<file path="config.mk">
export PLATFORM = sky130hd
export DESIGN_NAME = if_inst_queue
export DESIGN_NICKNAME = d
export VERILOG_FILES = /design/src/rtl/if_inst_queue.sv
export SDC_FILE = /design/constraint.sdc
export NUM_CORES = 1
export LEC_CHECK = 0
export CORE_ASPECT_RATIO = 0.7
export CORE_MARGIN = 2
export CORE_UTILIZATION = 25
export CTS_BUF_LIST = sky130_fd_sc_hd__clkbuf_8
export DETAILED_ROUTE_END_ITERATION = 10
export DONT_BUFFER_PORTS = 1
export GPL_TIMING_DRIVEN = 0
export PLACE_DENSITY = 0.42
export SETUP_SLACK_MARGIN = 0.05
export SYNTH_ARGS = -nofsm -noshare
export SYNTH_HDL_FRONTEND = slang
export SYNTH_SLANG_ARGS = --single-unit
</file>
<file path="constraint.sdc">
create_clock -name clk -period 17.38 [get_ports clk]
set_clock_uncertainty 0.15 [all_clocks]
set_input_delay 2.607 -clock clk [delete_from_list [all_inputs] [get_ports clk]]
set_output_delay 2.607 -clock clk [all_outputs]
set_load 0.03 [all_outputs]
</file>
<file path="src/rtl/if_inst_queue.sv">
// Instruction queue between the ICache response (fetch) and decode.
// Holds up to DEPTH {PC, instruction, exception tag} entries and presents
// the oldest one to decode. Two flush flavours: flush_all drops everything,
// and flush_keep_head keeps only the head entry, which is the delay slot of
// a branch that was just resolved.
module if_inst_queue #(
  parameter int DEPTH = 4,
  parameter int EXC_W = 8
) (
  input  logic                       clk,
  input  logic                       resetn,
  input  logic                       in_valid,
  input  logic [31:0]                in_pc,
  input  logic [31:0]                in_instr,
  input  logic [EXC_W-1:0]           in_exc,
  output logic                       in_ready,
  output logic                       out_valid,
  output logic [31:0]                out_pc,
  output logic [31:0]                out_instr,
  output logic [EXC_W-1:0]           out_exc,
  input  logic                       out_ready,
  input  logic                       flush_all,
  input  logic                       flush_keep_head,
  output logic [$clog2(DEPTH):0]     count
);

  localparam int PW = $clog2(DEPTH);
  localparam int CW = PW + 1;
  localparam logic [CW-1:0] LP_FULL = CW'(DEPTH);
  localparam logic [PW-1:0] LP_PTR_ONE = PW'(1);
  localparam logic [CW-1:0] LP_CNT_ONE = CW'(1);

  // Entry storage; contents are never reset, validity comes from r_count.
  logic [31:0]      r_mem_pc    [DEPTH];
  logic [31:0]      r_mem_instr [DEPTH];
  logic [EXC_W-1:0] r_mem_exc   [DEPTH];

  logic [PW-1:0] r_rptr;
  logic [PW-1:0] r_wptr;
  logic [CW-1:0] r_count;

  logic          w_in_ready;
  logic          w_out_valid;
  logic          w_push;
  logic          w_pop;
  logic          w_wen;
  logic [PW-1:0] w_waddr;
  logic [PW-1:0] w_nxt_rptr;
  logic [PW-1:0] w_nxt_wptr;
  logic [CW-1:0] w_nxt_count;

  // Handshake: no pass-through when full, so a same-cycle pop never raises in_ready.
  assign w_in_ready  = (r_count < LP_FULL);
  assign w_out_valid = (r_count != '0);
  assign w_push      = in_valid & w_in_ready;
  assign w_pop       = w_out_valid & out_ready;

  assign in_ready  = w_in_ready;
  assign out_valid = w_out_valid;
  assign out_pc    = r_mem_pc[r_rptr];
  assign out_instr = r_mem_instr[r_rptr];
  assign out_exc   = r_mem_exc[r_rptr];
  assign count     = r_count;

  // Next pointers/occupancy and array write decision, flush_all taking priority.
  always_comb begin
    w_nxt_rptr  = r_rptr;
    w_nxt_wptr  = r_wptr;
    w_nxt_count = r_count;
    w_wen       = 1'b0;
    w_waddr     = r_wptr;
    if (flush_all) begin
      w_nxt_rptr  = '0;
      w_nxt_wptr  = '0;
      w_nxt_count = '0;
    end else if (flush_keep_head) begin
      if (r_count == '0) begin
        // Late delay-slot fetch: restart at slot 0 and keep the incoming entry.
        w_nxt_rptr = '0;
        w_waddr    = '0;
        if (w_push) begin
          w_wen       = 1'b1;
          w_nxt_wptr  = LP_PTR_ONE;
          w_nxt_count = LP_CNT_ONE;
        end else begin
          w_nxt_wptr  = '0;
          w_nxt_count = '0;
        end
      end else if (w_pop) begin
        // Delay slot leaves this cycle; nothing survives.
        w_nxt_rptr  = r_rptr + LP_PTR_ONE;
        w_nxt_wptr  = r_rptr + LP_PTR_ONE;
        w_nxt_count = '0;
      end else begin
        // Keep only the head; anything behind it and any new push is dropped.
        w_nxt_wptr  = r_rptr + LP_PTR_ONE;
        w_nxt_count = LP_CNT_ONE;
      end
    end else begin
      if (w_push) begin
        w_wen      = 1'b1;
        w_nxt_wptr = r_wptr + LP_PTR_ONE;
      end
      if (w_pop) begin
        w_nxt_rptr = r_rptr + LP_PTR_ONE;
      end
      case ({w_push, w_pop})
        2'b10:   w_nxt_count = r_count + LP_CNT_ONE;
        2'b01:   w_nxt_count = r_count - LP_CNT_ONE;
        default: w_nxt_count = r_count;
      endcase
    end
  end

  // Control state: pointers and occupancy, dropped immediately on reset.
  always_ff @(posedge clk or negedge resetn) begin
    if (!resetn) begin
      r_rptr  <= '0;
      r_wptr  <= '0;
      r_count <= '0;
    end else begin
      r_rptr  <= w_nxt_rptr;
      r_wptr  <= w_nxt_wptr;
      r_count <= w_nxt_count;
    end
  end

  // Entry write into the array; data path carries no reset.
  always_ff @(posedge clk) begin
    if (w_wen) begin
      r_mem_pc[w_waddr]    <= in_pc;
      r_mem_instr[w_waddr] <= in_instr;
      r_mem_exc[w_waddr]   <= in_exc;
    end
  end

endmodule

</file>
# Word level (Yosys, flattened, before mapping)

Memories as Yosys holds them, arrays and structs flattened.
Index checks and enable logic that the tools add are counted.

Add/sub/neg operators: 4
$lt $le $gt $ge: 1
Equality and inequality tests: 2
Mux-type cells: 24
Bitwise logic cells: 2
Reduce and logical (&&, ||, !) cells: 4

Operator list:

| cell                | number |
|---|---|
| $mux 2              | 11 |
| $mux 1              | 9 |
| $mux 3              | 3 |
| $pmux 3 s2          | 1 |
| $reduce_bool 3->1   | 2 |
| $add 2x1->2 const B | 2 |
| $reduce_bool 4->1   | 1 |
| $add 3x1->3 const B | 1 |
| $logic_not 3->1     | 1 |
| $lt 3x3->1 const B  | 1 |
| $sub 3x1->3 const B | 1 |
| $and 1x1->1         | 2 |
| $eq 2x1->1 const B  | 1 |
| $eq 2x2->1 const B  | 1 |

Register bits: 7
RAM bits: 288
Bits of input ports: 78
Output and inout port bits: 77
Memories kept: 3

Memories:

| memory      | depth | bits a word | rd ports | clocked after memory_dff | wr ports | line | text |
|---|---|---|---|---|---|---|---|
| r_mem_instr | 4     | 32          | 1        | 0                        | 1        | 35   | `logic [31:0] r_mem_instr [DEPTH];` |
| r_mem_pc    | 4     | 32          | 1        | 0                        | 1        | 34   | `logic [31:0] r_mem_pc [DEPTH];` |
| r_mem_exc   | 4     | 8           | 1        | 0                        | 1        | 36   | `logic [EXC_W-1:0] r_mem_exc [DEPTH];` |

# Logic depth before layout (Yosys ltp)

Gate-level depths: netlist of run 1.

Word-level depth: 8
Depth in mapped cells: 8
Gate-level depth less buffers: 8

# Least setup slack after synthesis of run 1

Ideal clock, no wire load.

Path kind: in2reg
Start: in flush_all
End: mem r_mem_exc[2][0], enable pin
Library setup time: 0.680 ns
Arrival: 9.869 ns
Data required time: 16.550 ns
Path slack: 6.681 ns
Stages on the path: 3
Path buffers: 1
Cell sequence: or2_2 clkbuf_1 nor4_1

Longest elaborated chain between the ends: 3

Ends and longest elaborated chain:

| what                         | line | text |
|---|---|---|
| start: declaration           | 22   | `input logic flush_all,` |
| $mux 1                       | 72   | `if (flush_all) begin` |
| $mux 1                       | 130  | `if (w_wen) begin` |
| $mux 1 (implied by the code) | 133  | `r_mem_exc[w_waddr] <= in_exc;` |
| end: declaration             | 36   |  |

Several ways; a longest one is shown, not always the timed one.

# Final worst setup path of run 1

Start: reg r_rptr[1]
End: out out_pc[30]

Longest elaborated chain between the ends: 1

Ends and longest elaborated chain:

| what                     | line | text |
|---|---|---|
| start: declaration       | 38   | `logic [PW-1:0] r_rptr;` |
| start signal: assignment | 122  | `r_rptr <= w_nxt_rptr;` |
| $mem_v2 4x32             | n/a  |  |
| end: declaration         | 18   | `output logic [31:0] out_pc,` |

Every way passes these cells.

==> run metrics, run 1 <==
most frequent cell after synthesis=edfxtp_1; top cell family by delay on the critical path=buffers and inverters; most frequent cell on the critical path=buf_2; initial core utilization=approximately a quarter; Post-synth ARST share=about 2.4%; Top FF cell, synth=edfxtp_1; Reg2Reg Launch Point=count[2]; synthesized netlist cell count=~430; pre-CTS setup slack=approximately 12 ns; CP Buf/Inv Count=2; GP Congestion=0.780; Post-CTS Hold Buffers=0; placed insts=between 1k and 1.5k; Critical-path top delay cell=mux4_2; crit-path cells=buf_2 > buf_2 > mux4_2; Warnings, synthesis=0; Worst Hold Class=reg -> reg; vias per inst=slightly above 4; synthesized area=around 11000 um2; H-tree Lvls=2; die width=254 um; total power=1480 uW; TritonCTS sink count=between 200 and 300; Worst EP required=14.62 ns; row count=64; status=finished clean; Skew-Pair Late Insertion Delay=about 0.56 ns; Cell Pwr Density=115 nW/um2; vias in the first global route=between 5k and 6k; DRT Pass-1 Iters=5; synth unique cells=34; layout cells sized above 1=34.7%; final hold violations=0; Max stage delay on crit path=~0.48 ns; DP Wirelength=roughly 16000 um; Post-CTS Resized=0; Nets=595; post-synthesis sequential area ratio=80.9%; Die ar.=between 40000 and 50000 um2; max_cap viols=0; final wirelength=23200 um; top cells by area, synth=edfxtp_1 79%, mux4_2 15%, dfrtp_1 1.6%; FF-to-FF setup slack=about 14 ns; post-route minimum period=5.00 ns; filler cell count=between 4k and 5k; grt total ovfl=0; crit path launch=r_rptr[1]; CP Capture Type=primary output; initial antenna violation count=0; port bufs=0; Post-synth EDFFs=between 200 and 300; post-route insts no fill=1142; Max Root-Sink Buffers=3; final worst slack=about 12 ns; hold path startpoint=r_rptr[1]; cell taking the most area after synthesis=edfxtp_1; Diodes inserted=0; P&R area growth vs syn=18.3%; top post-synthesis cells by count=288 x edfxtp_1, 72 x mux4_2, 7 x dfrtp_1; final setup vio count=0; post-route clock period utilization=between 20 and 30%; leakage=about 0.004 uW; average routed wire per standard cell=between 20 and 25 um; Avg Cell Area, Syn=roughly 25 um2; chip height=roughly 180 um; Final Util=between 20 and 30%; clock slew at reported path FFs=~0.050 ns; CTS tree=yes; worst-margin pin slew=about 0.89 ns; Initial DRC Count=~360; largest net degree at the start of global routing=12; Post CTS Setup Buffer Count=0; Crit Path Class=reg -> out; Ports=roughly 160; proportion of netlist area held by the largest area contributor=between 70% and 80%; Worst Path Max Fanout=10; Vias=4725; syn nets=roughly 510; Worst slew margin=40.5%; core area=roughly 43000 um2; all-layer global routing usage=approximately 10%; RSZ-0062 raised after global routing=no; max-slew violations=0; remaining antenna violation count=0; VDD IR max=~0.047 mV; first-pass GRT wire length=approximately 34000 um; Yosys reg bits=approximately 300; WP data arrival=about 2.3 ns; fmax=around 200 MHz; total CTS buffers=47; CP Launch Type=register; root buf cell=clkbuf_8; DRC=0
-- per-layer routing --
layer	track usage (%)	vias to the layer above	routed length, um
li1	-	2027	-
met2	17.0	169	11300
met3	4.67	55	2190
met4	3.95	0	624
met5	0	-	0
met1	11.6	2474	9020
-- worst register-to-register path, cell delays in order (launching register included) --
cell and delay [ns]:
dfrtp_1 0.60, nand3b_1 0.39, nor3_2 0.72, buf_6 0.24, buf_6 0.18, buf_6 0.19, buf_6 0.17, buf_6 0.18
-- layout make-up --
class	instances	area (um2)	area share (%)
buffer	18	150	1.16
clock buffer	49	674	5.22
clock inverter	33	184	1.42
inverter	4	15.0	0.116
multi-input combinational	112	1950	15.1
sequential	295	8820	68.3
tap	594	743	5.75
timing repair buffer	37	379	2.94
-- logic make-up (layout without fill, tap and decap cells) --
kind of cell    after synthesis  after routing  synth area share [%]
flops                       295            295                  80.9
mux                          73             73                  15.0
buf+inv                      22            141                  1.51
compound gates               10             10                 0.699
xor+xnor                      5              5                 0.401
fa+ha+maj                     2              2                 0.298
simple gates                 22             22                  1.28
-- final timing paths --
check | to | depth (start not counted)
worst max-delay path | out_pc[30] | 3
worst min-delay path | r_rptr[1] | 2
worst max register to register | r_mem_instr[1][16] | 7
worst min register to register | r_rptr[1] | 2
max in group asynchronous | r_rptr[1] | 0
min in group asynchronous | count[1] | 0
-- state kept, by name, summed over array words and instances (netlist names) --
register / count
count: 3
r_mem_instr: 128
r_wptr: 2
r_mem_exc: 32
r_mem_pc: 128
r_rptr: 2
-- stage by stage --
step           setup TNS [ns]  hold WS [ns]  cell area, um2
2_1_floorplan               0         0.392           10900
3_3_place_gp           -10.49         0.514           11700
3_5_place_dp                0         0.532           12100
4_1_cts                     0         0.540           12900
5_1_grt                     0         0.565           12900
6_report                    0         0.540           12900
-- report_power, final --
| group | internal [uW] | switching [uW] | leakage, uW |
|---|---|---|---|
| sequential | 798 | 6.86 | 0.00270 |
| clock | 289 | 258 | 0.000496 |
| combinational | 45.4 | 83.7 | 0.000789 |
| total | 1130 | 348 | 0.00399 |
-- cell usage in the layout, fill, tap and decap left out, types with 5 or more instances in the layout --
cell,instances
edfxtp_1,288
mux4_2,72
clkbuf_8,49
buf_6,26
inv_1,17
buf_4,16
clkinv_1,11
dfrtp_1,7
buf_2,6
clkinv_2,6
nand3b_1,5
Power figures use the tool's default switching activity.
==> run 2: changes to the inputs <==
==> constraint.sdc (replaced) <==
create_clock -name clk -period 4.85 [get_ports clk]
set_clock_uncertainty 0.15 [all_clocks]
set_input_delay 0.7275 -clock clk [delete_from_list [all_inputs] [get_ports clk]]
set_output_delay 0.7275 -clock clk [all_outputs]
set_load 0.03 [all_outputs]
==> run 2 against run 1 <==
Against the previous run: via count is 0.38% lower; clock power grew to 4.2 times the previous value; sequential share of layout area decreased by 0.98 points; die area unchanged; setup slack worse by 11 ns; utilization up 0.44 points; largest cell class unchanged; highest routed layer unchanged.
==> run metrics, run 2 (same netlist as run 1, synthesis figures left out) <==
status=finished clean; Fin Hold WS=0.0653 ns (-0.475 ns); Ports=155 (unchanged); chip height=179 um (unchanged); remaining antenna violation count=0 (unchanged); clock slew at reported path FFs=0.06 ns (about the same); max_cap viols=0 (unchanged); Worst EP required=3.97 ns (-10.65 ns); Max stage delay on crit path=0.69 ns (+0.21 ns); CP Launch Type=register; Hold Crit Depth=1 (-1); VDD IR max=0.212 mV (+350%); largest net degree at the start of global routing=17 (+5); final wirelength=23600 um (+2.0%); top cell family by delay on the critical path=buffers and inverters; final setup vio count=0 (unchanged); TritonCTS sink count=295 (unchanged); combinational power share=8.4% (-0.3 points); hold path startpoint=flush_all; hold worst-path end=r_rptr[0]; initial core utilization=25.1% (unchanged); Net Sw Frac=23.2% (-0.29 points); average routed wire per standard cell=20.8 um (+2.5%); die width=254 um (unchanged); filler cell count=4216 (-0.33%); Worst Path Max Fanout=10 (unchanged); all-layer global routing usage=10.4% (+0.13 points); clock share of power=40.6% (+3.7 points); DRT Pass-1 Iters=4 (-1); max-slew violations=0 (unchanged); Worst Reg-to-Reg Cells=5 (-2); Worst slew margin=36.9% (-3.6 points); row count=64 (unchanged); Max Root-Sink Buffers=3 (unchanged); core area=43400 um2 (unchanged); Crit Path Class=reg -> out; most frequent cells in the layout=288 x edfxtp_1, 72 x mux4_2, 52 x clkbuf_8; total power=5660 uW (+280%); worst-margin pin slew=0.942 ns (+0.0543 ns); Critical-path top delay cell=buf_1; CP Capture Type=primary output; Diodes inserted=0 (unchanged); FF-to-FF setup slack=2.01 ns (-12.25 ns); NetSw=1310 uW (+280%); first-pass GRT wire length=34000 um (+0.86%); GP Congestion=0.743 (-4.8%); Largest regs=r_mem_instr (128), r_mem_pc (128), r_mem_exc (32); DP Wirelength=16400 um (+1.1%); commonest non-fill, non-tap cell in the layout=edfxtp_1; DRC=0 (unchanged); Initial DRC Count=203 (-44%); layout cells sized above 1=35.2% (+0.50 points); Nets=587 (-1.3%); Worst Hold Class=in -> reg; total CTS buffers=48 (+2.1%); crit-path cells=buf_1 > mux4_2; Reg2Reg Launch Point=count[2]; CP Buf/Inv Count=1 (-1); WP data arrival=2.22 ns (-0.03 ns); initial antenna violation count=0 (unchanged); Reg power frac=51.0% (-3.4 points); CTS tree=yes; H-tree Lvls=2 (unchanged); vias in the first global route=5068 (-3.0%); P&R area growth vs syn=20.1%; fmax=between 300 and 400 MHz; vias per inst=4.14 (about the same); grt total ovfl=0 (unchanged); final hold violations=0 (unchanged); post-route clock period utilization=a little under two thirds; Die ar.=45400 um2 (unchanged); RR Endpoint=r_mem_pc[3][7]; Cell Pwr Density=432 nW/um2 (+280%); Skew-Pair Late Insertion Delay=0.57 ns (about the same); port bufs=0 (unchanged); post-route minimum period=about 3.1 ns; RSZ-0062 raised after global routing=no; leakage=0.00404 uW (+1.4%); Vias=4707 (-0.38%); P_int=4340 uW (+280%); root buf cell=clkbuf_8
==> run 2: changes by cell type in the layout (fill, tap and decap cells not counted), moves of 2 or more <==
cell,previous run,this run
inv_6,0,4
clkbuf_8,49,52
buf_6,26,19
clkinv_1,11,6
bufinv_16,2,6
buf_16,0,4
buf_4,16,7
buf_8,1,3
inv_1,17,15
==> run 2: timing repair <==
action,CTS,global route
gates resized for setup,0,0
hold endpoints to repair,7,0
setup buffers,0,0
hold buffers,1,0
==> run 2: how the worst max path moves through the flow <==
stage	from	cells past startpoint	end	slack [ns]
finish	r_rptr[1]	2	out_instr[20]	1.75
global route	r_rptr[1]	2	out_instr[27]	1.58
CTS	r_rptr[1]	2	out_instr[20]	1.61
detailed placement	flush_all	6	r_mem_pc[3][19]	1.60
global placement	flush_all	3	r_mem_pc[3][16]	-7.15
floorplan	flush_all	3	r_mem_exc[1][0]	-2.05
==> run 2: through the flow <==
| step | worst slack, ns | instances | cell area (um2) | utilization (%) | setup TNS [ns] |
|---|---|---|---|---|---|
| 2_1_floorplan | -2.05 | 429 | 10900 | - | -360.50 |
| 5_1_grt | 1.58 | 1137 | 13100 | 30.2 | 0 |
| 3_5_place_dp | 1.60 | 1050 | 12100 | 27.8 | 0 |
| 6_report | 1.75 | 1137 | 13100 | 30.2 | 0 |
| 3_3_place_gp | -7.15 | 1023 | 11700 | 26.9 | -1541.89 |
| 4_1_cts | 1.61 | 1137 | 13100 | 30.2 | 0 |
==> run 2: worst reg2reg max path, cell delays in order, from the launching register on <==
cell      delay [ns]
dfrtp_1         0.59
nand3b_1        0.36
nor3_2          0.76
buf_8           0.25
buf_4           0.23
buf_6           0.20
==> run 2: final cells by class <==
type / instances / area, um2 / share of cell area [%]
Clock inverter: 34 / 313 / 2.39
Timing Repair Buffer: 28 / 383 / 2.92
Buffer: 18 / 150 / 1.15
Sequential cell: 295 / 8820 / 67.3
Clock buffer: 52 / 716 / 5.46
Multi-Input combinational cell: 112 / 1960 / 15.0
Tap cell: 594 / 743 / 5.67
Inverter: 4 / 15.0 / 0.115
==> run 2: per-layer routing <==
layer / wire [um] / global-route usage [%] / part of all wire, % / up-vias
met4: 568 / 3.58 / 2.4 / 0
li1: - / - / - / 2007
met3: 2360 / 5.04 / 10 / 45
met5: 0 / 0 / 0 / -
met2: 11900 / 18.0 / 50 / 158
met1: 8810 / 11.1 / 37 / 2497
==> run 2: power by group through the flow <==
stage	Sequential, uW	Combinational (uW)	Clock, uW
final	2880	477	2300
after global placement	2950	457	0
after detailed placement	2940	487	0
after CTS	2880	491	2390
after global routing	2890	506	2510
after floorplan	2940	376	0
==> run 3: changes to the inputs <==
==> constraint.sdc (replaced) <==
create_clock -name clk -period 3 [get_ports clk]
set_clock_uncertainty 0.15 [all_clocks]
set_input_delay 0.45 -clock clk [delete_from_list [all_inputs] [get_ports clk]]
set_output_delay 0.45 -clock clk [all_outputs]
set_load 0.03 [all_outputs]
==> run 3 against run 2 <==
Against the previous run: design area is 5.9% higher; routed wire length is 1.1% lower; global-route usage is 0.17 points lower; non-clock buffer count is 72 higher.
==> run metrics, run 3 (same netlist as run 1, synthesis figures left out) <==
status=finished clean; Largest regs=r_mem_instr (128), r_mem_pc (128), r_mem_exc (32); TritonCTS sink count=295 (unchanged); clock slew at reported path FFs=0.07 ns (about the same); Cell Pwr Density=635 nW/um2 (+47%); Worst Path Max Fanout=10 (unchanged); Final Util=32.0% (+1.8 points); all-layer global routing usage=10.2% (-0.17 points); commonest non-fill, non-tap cell in the layout=edfxtp_1; Setup TNS Final=0 ns (unchanged); final wirelength=23400 um (-1.1%); DRC=0 (unchanged); H-tree Lvls=2 (unchanged); Worst slew margin=44.3% (+7.5 points); max-slew violations=0 (unchanged); RSZ-0062 raised after global routing=no; largest net degree at the start of global routing=18 (+1); vias in the first global route=5490 (+8.3%); Crit Path Class=reg -> out; CP Launch Type=register; root buf cell=clkbuf_8; post-route clock period utilization=a little over 90%; register area=8830 um2 (about the same); VDD IR max=0.316 mV (+49%); max_cap viols=0 (unchanged); leakage=0.00432 uW (+7.0%); CTS tree=yes; chip height=179 um (unchanged); total CTS buffers=48 (unchanged); WP data arrival=2.15 ns (-0.07 ns); initial antenna violation count=1 (+1); DRT Pass-1 Iters=4 (unchanged); grt total ovfl=0 (unchanged); final worst slack=0.254 ns (-1.49 ns); pre-CTS setup slack=0.379 ns (-1.22 ns); multi-input logic area=1980 um2 (+1.1%); dpl cell area=12200 um2 (+1.2%); layout cells sized above 1=30.7% (-4.5 points); vias per inst=4.08 (-1.4%); GP Congestion=0.710 (-4.5%); fmax=364 MHz; Ports=155 (unchanged); row count=64 (unchanged); die width=254 um (unchanged); Skew-Pair Late Insertion Delay=0.56 ns (about the same); port bufs=0 (unchanged); final setup vio count=0 (unchanged); FF-to-FF setup slack=0.37 ns (-1.64 ns); core area=43400 um2 (unchanged); Nets=659 (+12%); DP Wirelength=15400 um (-6.0%); Vias=4929 (+4.7%); average routed wire per standard cell=19.4 um (-6.9%); final instance area=13900 um2 (+5.9%); first-pass GRT wire length=34100 um (+0.32%); total power=8820 uW (+56%); most frequent cells in the layout=288 x edfxtp_1, 78 x dlygate4sd3_1, 72 x mux4_2; Worst EP required=2.40 ns (-1.57 ns); P&R area growth vs syn=27.2%; remaining antenna violation count=0 (unchanged); Die ar.=45400 um2 (unchanged); Worst Reg-to-Reg Cells=8 (+3); worst-margin pin slew=0.835 ns (-0.107 ns); Hold Crit Depth=2 (+1); initial core utilization=25.1% (unchanged); Max Root-Sink Buffers=3 (unchanged); post-route minimum period=2.75 ns; filler cell count=4183 (-0.78%); Post CTS Setup Buffer Count=0 (unchanged); final hold violations=0 (unchanged); Worst Hold Class=in -> reg; Initial DRC Count=197 (-3.0%); CP Capture Type=primary output
==> run 3: changes by cell type in the layout (fill, tap and decap cells not counted), moves of 3 or more <==
cell,change
inv_6,-4
dfrtp_1,-3
dfrtp_2,+3
inv_1,-4
clkinv_2,+7
clkinv_1,+5
buf_6,-13
buf_16,+10
dlygate4sd3_1,+77
bufinv_16,-4
==> run 3: final timing paths <==
check	endpoint	startpoint
min	count[0]	in_valid
min in group asynchronous	r_wptr[0]	resetn
min reg2reg	r_mem_instr[2][19]	r_wptr[0]
max in group asynchronous	count[2]	resetn
max	out_exc[7]	r_rptr[1]
max reg2reg	count[2]	count[2]
==> run 3: area by class of cell <==
| cell class | count | area share (%) |
|---|---|---|
| repair buffers | 100 | 9.13 |
| multi-input cells | 112 | 14.3 |
| diodes | 1 | 0.0180 |
| clock buffers | 49 | 4.86 |
| inverters | 4 | 0.108 |
| clock inverters | 35 | 1.47 |
| well taps | 594 | 5.35 |
| plain buffers | 18 | 1.17 |
| flip-flops and latches | 295 | 63.6 |
==> run 3: repair_timing <==
item / 4_1_cts / 5_1_grt
hold endpoints to repair: 304 / 0
resized for setup: 1 / 0
setup endpoints to repair: 3 / 0
hold buffers: 78 / 0
==> run 3: power breakdown <==
part / switching [uW] / internal [uW] / total [uW]
Sequential: 39.5 / 4620 / 4660
Combinational: 546 / 349 / 894
Clock: 1570 / 1690 / 3260
Total: 2160 / 6660 / 8820
==> run 3: metrics by stage <==
| step | instances | hold WS, ns |
|---|---|---|
| 6_report | 1208 | 0.0701 |
| 3_3_place_gp | 1023 | 0.00463 |
| 2_1_floorplan | 429 | 0.00441 |
| 3_5_place_dp | 1045 | 0.00461 |
| 5_1_grt | 1207 | 0.0251 |
| 4_1_cts | 1207 | 0.0132 |
==> run 3: worst max-delay path: stages, from the launching register on <==
cell and delay [ns]:
dfrtp_1 0.38, buf_1 0.65, mux4_2 0.55
==> run 3: per-layer routing <==
layer / vias to the layer above / GRT usage [%] / share of wire (%)
li1: 2152 / - / -
met3: 45 / 3.77 / 7.2
met4: 0 / 3.31 / 2.3
met2: 141 / 17.0 / 49
met1: 2591 / 12.4 / 42
met5: - / 0 / 0
